### config.mk
export PLATFORM = sky130hd
export DESIGN_NAME = pipo_load_arbiter
export DESIGN_NICKNAME = d
export VERILOG_FILES = /design/src/rtl/pipo_load_arbiter.sv
export SDC_FILE = /design/constraint.sdc
export NUM_CORES = 1
export LEC_CHECK = 0
export BUFFER_PORTS_ARGS = -buffer_cell sky130_fd_sc_hd__buf_4
export CAP_MARGIN = 20
export CORE_MARGIN = 1
export CORE_UTILIZATION = 40
export CTS_CLUSTER_DIAMETER = 100
export DETAILED_ROUTE_END_ITERATION = 10
export GPL_TIMING_DRIVEN = 0
export PLACE_DENSITY = 0.65
export SLEW_MARGIN = 20
export SYNTH_ARGS = -nofsm -noshare
export SYNTH_HDL_FRONTEND = slang
export SYNTH_SLANG_ARGS = --single-unit
### constraint.sdc
create_clock -name clk -period 1.69 [get_ports clk]
set_input_delay 0.2535 -clock clk [delete_from_list [all_inputs] [get_ports clk]]
set_output_delay 0.2535 -clock clk [all_outputs]
set_load 0.05 [all_outputs]
### src/rtl/pipo_load_arbiter.sv
// Arbitrates NREQ write requesters onto a bank of NREG PIPO registers: grant, latch, then one-hot load strobe.
// Optional macro PIPO_ARB_RR_EN selects round-robin; otherwise lowest index wins.
module pipo_load_arbiter #(
   parameter int unsigned WIDTH = 16,
   parameter int unsigned NREQ  = 4,
   parameter int unsigned NREG  = 8,
   parameter int unsigned AW    = 3
) (
   input  logic                    clk,
   input  logic                    clr_n,
   input  logic [NREQ-1:0]         req_valid,
   input  logic [NREQ*AW-1:0]      req_addr,
   input  logic [NREQ*WIDTH-1:0]   req_data,
   input  logic                    hold,
   output logic [NREQ-1:0]         req_ready,
   output logic [NREG-1:0]         load_o,
   output logic [WIDTH-1:0]        data_o,
   output logic                    busy
);

   localparam int unsigned IW = (NREQ > 1) ? $clog2(NREQ) : 1;

   typedef enum logic {IDLE, LOAD} state_t;

   state_t            state, state_d;
   logic              pend_q, pend_d;
   logic [AW-1:0]     addr_q, addr_d;
   logic [WIDTH-1:0]  wdata_q, wdata_d;
   logic [NREQ-1:0]   ready_d;
   logic [NREG-1:0]   load_d;
   logic [WIDTH-1:0]  data_d;
   logic              busy_d;
   logic [IW-1:0]     win_c;
   logic              any_c;
   logic              grant_c;

`ifdef PIPO_ARB_RR_EN
   logic [IW-1:0]     rr_ptr, rr_ptr_d;

   // Search for the first pending request starting at rr_ptr, wrapping around.
   always_comb begin
      win_c = '0;
      any_c = 1'b0;
      for (int unsigned k = 0; k < NREQ; k++) begin
         int unsigned idx;
         idx = (32'(rr_ptr) + k) % NREQ;
         if (!any_c && req_valid[idx]) begin
            any_c = 1'b1;
            win_c = IW'(idx);
         end
      end
   end

   always_comb begin
      rr_ptr_d = rr_ptr;
      if (grant_c) rr_ptr_d = IW'((32'(win_c) + 32'd1) % NREQ);
   end

   always_ff @(posedge clk or negedge clr_n) begin
      if (!clr_n) rr_ptr <= '0;
      else        rr_ptr <= rr_ptr_d;
   end
`else
   // Fixed priority: lowest pending index wins.
   always_comb begin
      win_c = '0;
      any_c = 1'b0;
      for (int unsigned k = 0; k < NREQ; k++) begin
         if (!any_c && req_valid[k]) begin
            any_c = 1'b1;
            win_c = IW'(k);
         end
      end
   end
`endif

   // Next-state and registered-output values; pend_q marks a granted write not yet strobed.
   always_comb begin
      state_d = state;
      pend_d  = pend_q;
      addr_d  = addr_q;
      wdata_d = wdata_q;
      ready_d = '0;
      load_d  = '0;
      data_d  = data_o;
      grant_c = 1'b0;
      case (state)
         IDLE: begin
            if (!hold && any_c) grant_c = 1'b1;
         end
         LOAD: begin
            if (pend_q) begin
               if (!hold) begin
                  pend_d = 1'b0;
                  if (32'(addr_q) < NREG) begin
                     load_d = NREG'(1) << addr_q;
                     data_d = wdata_q;
                  end
               end
            end else if (!hold && any_c) begin
               grant_c = 1'b1;
            end else begin
               state_d = IDLE;
            end
         end
         default: state_d = IDLE;
      endcase
      if (grant_c) begin
         state_d = LOAD;
         pend_d  = 1'b1;
         addr_d  = req_addr[win_c*AW +: AW];
         wdata_d = req_data[win_c*WIDTH +: WIDTH];
         ready_d = NREQ'(1) << win_c;
      end
      busy_d = (state_d == LOAD);
   end

   always_ff @(posedge clk or negedge clr_n) begin
      if (!clr_n) begin
         state     <= IDLE;
         pend_q    <= 1'b0;
         addr_q    <= '0;
         wdata_q   <= '0;
         req_ready <= '0;
         load_o    <= '0;
         data_o    <= '0;
         busy      <= 1'b0;
      end else begin
         state     <= state_d;
         pend_q    <= pend_d;
         addr_q    <= addr_d;
         wdata_q   <= wdata_d;
         req_ready <= ready_d;
         load_o    <= load_d;
         data_o    <= data_d;
         busy      <= busy_d;
      end
   end

endmodule

### Word-level counts from Yosys, hierarchy flattened

Index checks and enable logic that the tools add are counted.

| storage, ports and cells | value |
|---|---|
| output and inout bits | 29 |
| word-level logic and storage cells | 45 |
| flip-flop bits (word level) | 49 |

| operators by class | value |
|---|---|
| $mul | 1 |
| shift-type cells | 4 |
| mux-type cells | 21 |
| bitwise logic cells | 2 |
| reduce and logical (&&, ||, !) cells | 10 |

Operator list:

| operator | number |
|---|---|
| $shiftx 64x7->16 | 1 |
| $mux 8 | 3 |
| $mux 1 | 14 |
| $shiftx 12x5->3 | 1 |
| $shl 1x3->8 const A | 1 |
| $logic_and 1x1->1 | 4 |
| $logic_not 1->1 | 4 |
| $mul 2x2->4 const B | 1 |
| $mux 2 | 2 |
| $mux 4 | 1 |
| $shl 1x2->4 const A | 1 |
| $reduce_and 3->1 | 1 |
| $not 1->1 | 2 |
| $pmux 1 s2 | 1 |
| $reduce_bool 2->1 | 1 |

### Logic depth before layout (Yosys ltp)

| depth | value |
|---|---|
| depth in word-level cells | 15 |
| depth in mapped cells | 6 |
| gate-level depth less buffers | 3 |

### Worst setup path after synthesis

No wires, ideal clock.

| timing path | value |
|---|---|
| path type | reg-to-reg |
| start | register state |
| end | register data_o[0] |
| cell stages (with the launch flop) | 4 |
| setup slack | 0.091 ns |
| library setup time | 0.125 ns |
| arrival | 1.475 ns |
| buffers on the path | 1 |
| path through | dfrtp_1 > nand3b_1 > clkbuf_1 > mux2_2 |

| between the ends | value |
|---|---|
| longest elaborated chain between the ends | 1 |

RTL lines:

| item | RTL line | source |
|---|---|---|
| start, declared | 25 | `state_t state, state_d;` |
| start signal, assigned | 129 | `state <= state_d;` |
| $reduce_and 3->1 (no source line) | n/a |  |
| end signal, assigned | 135 | `data_o <= data_d;` |
| end, declared | 17 | `output logic [WIDTH-1:0] data_o,` |

Every way passes these cells.
A chain may end at the register's enable or synchronous reset.

### Worst setup path in the final report

| timing path | value |
|---|---|
| start | register state |
| end | register data_o[3] |

Same word-level chain as after synthesis.

==> impl_metrics.toml <==
[yosys]
synth_mux_area_share_pct = 6.54
synthSimpleGateAreaFrac_pct = 20.3
synthAdderAreaFrac_pct = 0
synth_fp_nets = 373
postSynth.asyncResetShare_pct = 100
synth_common_cells = "dfrtp_1, a21oi_1, clkbuf_1, inv_1"
yosysUniqueCellTypes = 26
ys_ff_latch = 49
synth_area_leaders = "dfrtp_1, a21oi_1, mux2_2, and3b_1, a22o_1"
netlist_instances = 290
syn-cell-area_um2 = 2750
yosys.area.top_type = "dfrtp_1"
synth-xor-area-share_pct = 0
yosysMostFrequentCell = "dfrtp_1"
synth_top_area_share_pct = 44.5
seq_area_frac_synth_pct = 44.5
yosysWarnings = 0
avgSynthCellArea_um2 = 9.50
synthFlopType = "dfrtp_1"
synth-compound-area-share_pct = 21.5
synth_top_family_by_area = "compound AO/OA/AOI/OAI gates"
synth-edff-count = 0

[floorplanning]
die-area_um2 = 7220
initial_core_util_pct = 42.4
boundaryPins = 112
die_w_um = 85.0
die_h_um = 85.0
rows = 29
core_area_um2 = 6490

[grt]
grt_pass1_wl_um = 11100
grt_max_degree = 50
overflow = 0
grt_pass1_vias = 2389
antenna_found_initial = 0
grt_use_total_pct = 19.5

[worst_hold_path]
hold_class = "primary input to flip-flop"

[sta]
hold_viol_final = 0
fmaxAchievable_ghz = 0.668
max_slew_margin_pct = 61.3
drv_slew = 0
rsz0062_at_grt = "false"
setup_tns_ns = 0
worst_pin_slew_ns = 0.581
clock_skew_ns = 0.00386
fin_crit_ns = 1.50
period_share_pct = 88.5
finalSetupViolations = 0

[cells_and_area]
stdcell_count = 486
num-fill-cells = 567
multi_input_area_um2 = 1340
syn_to_final_growth_pct = 37.7
regArea_um2 = 1230
diodes = 0
fin_nets = 491
drive_above_1_share_pct = 34.2

[drt]
drc = 3
drt_first_iter_violations = 96
wl_per_cell_um = 14.4
routed_wl_um = 7010
drtAntennaViolNets = 0
drt-pass1-iter-count = 9
via_count = 2505
viasPerCell = 5.15

[setup_path]
cp.required_ns = 1.88
r2r_slack_ns = 0.19
arrival_ns = 1.68
max_stage_delay_ns = 0.45
worstSetupPathType = "flip-flop to flip-flop"
crit_fanout = 10
worstSetupEndpointType = "flip-flop"
crit_path_top_delay_cell = "dfrtp_1"
worstPathCellList = "nand3b_1, clkbuf_1, mux2_2"
cp-start-kind = "flip-flop"
crit_family = "flip-flops"
crit_buf_inv = 1

[clock_network]
cts_tree = "done"
cts_max_path_buffers = 2
cts_num_sinks = 49
cts-root-buf = "clkbuf_8"
cts.clk_slew.worst_paths_ns = 0.08
clk_latency_ns = 0.29
numCtsBuffers = 5
cts_max_level = 2

[run_status]
violations = "DRC"
status = "finished, violations left"

[power]
vdd.ir_drop.worst_uv = 434
power_density_nw_per_um2 = 1250
power.leakage_nw = 1.82

[placed_design]
place.gp.congestion = 0.817
dp_hpwl_um = 5710
io_buffers = 110
dp_cells = 477

[flow_run]
drv_cap = 0
## routing by layer
metal	GRT usage, %	vias up	share of wire (%)
li1	-	1275	-
met1	27.5	1145	50
met2	30.9	75	45
met3	2.63	10	3.9
met4	7.09	0	1.6
met5	0	-	0
## layout make-up
cell class	instances	area share, %
Buffer	27	3.13
Multi-Input combinational cell	193	35.2
Tap cell	77	2.54
Clock inverter	1	0.132
Sequential cell	49	32.3
Inverter	21	2.08
Timing Repair Buffer	111	22.0
Clock buffer	7	2.54
## final timing paths
check	from	to	depth (start not counted)
worst max-delay path	state	data_o[3]	3
worst min-delay path	hold	state	2
worst max register to register	state	data_o[3]	3
worst min register to register	wdata_q[10]	data_o[10]	1
max in group asynchronous	clr_n	data_o[8]	2
min in group asynchronous	clr_n	load_o[2]	2
## per-stage QoR
step / setup slack [ns] / total power [mW] / utilization [%] / cell area [um2] / hold WS (ns)
6_report: 0.194 / 4.73 / 58.4 / 3790 / 0.181
5_1_grt: 0.0717 / 5.00 / 58.4 / 3790 / 0.179
4_1_cts: 0.0737 / 4.76 / 58.3 / 3790 / 0.160
3_5_place_dp: 0.0536 / 4.04 / 56.6 / 3680 / 0.291
3_3_place_gp: 0.0571 / 3.99 / 56.6 / 3680 / 0.292
2_1_floorplan: 0.0905 / 3.28 / - / 2750 / -0.0421
## worst register-to-register path, stage by stage, from the launching register on
cell and delay, ns:
dfrtp_1 0.45, nand3b_1 0.13, clkbuf_1 0.42, mux2_2 0.40
## registers in the layout, indices dropped and copies added, names as in the netlist
register   cells
load_o         8
pend_q         1
req_ready      4
wdata_q       16
state          1
data_o        16
addr_q         3
## cells in the final DEF, fill, tap and decap left out, types with 2 or more instances in the layout
cell type,count
nor3_1,4
nand3b_1,20
nor2b_1,19
dfrtp_1,49
clkbuf_8,7
mux2_2,16
inv_1,21
a21oi_1,38
buf_4,110
nor2_1,4
and3b_1,20
a22o_1,19
nand2_1,2
a31oi_1,19
clkbuf_1,22
nand2b_1,2
and2_1,2
o21ai_0,20
buf_6,2
## logic make-up (layout without fill, tap and decap cells)
kind of cell	Yosys count	count (layout)
buffers and inverters	48	167
DFF	49	49
AOI/OAI and AO/OA	99	99
and+or+nand+nor	78	78
muxes	16	16
## power by group
group	total, mW	internal [mW]	switching (mW)
Clock	0.721	0.370	0.352
Combinational	2.15	0.842	1.31
Sequential	1.85	1.58	0.270
Total	4.73	2.80	1.93
## repair_timing
action | CTS | global route
hold buffers | 1 | 0
gates resized for setup | 0 | 3
buffers inserted | 0 | 0
setup endpoints to repair | 0 | 17
hold endpoints to repair | 49 | 0
No activity file was read; power rests on OpenSTA's default activity.
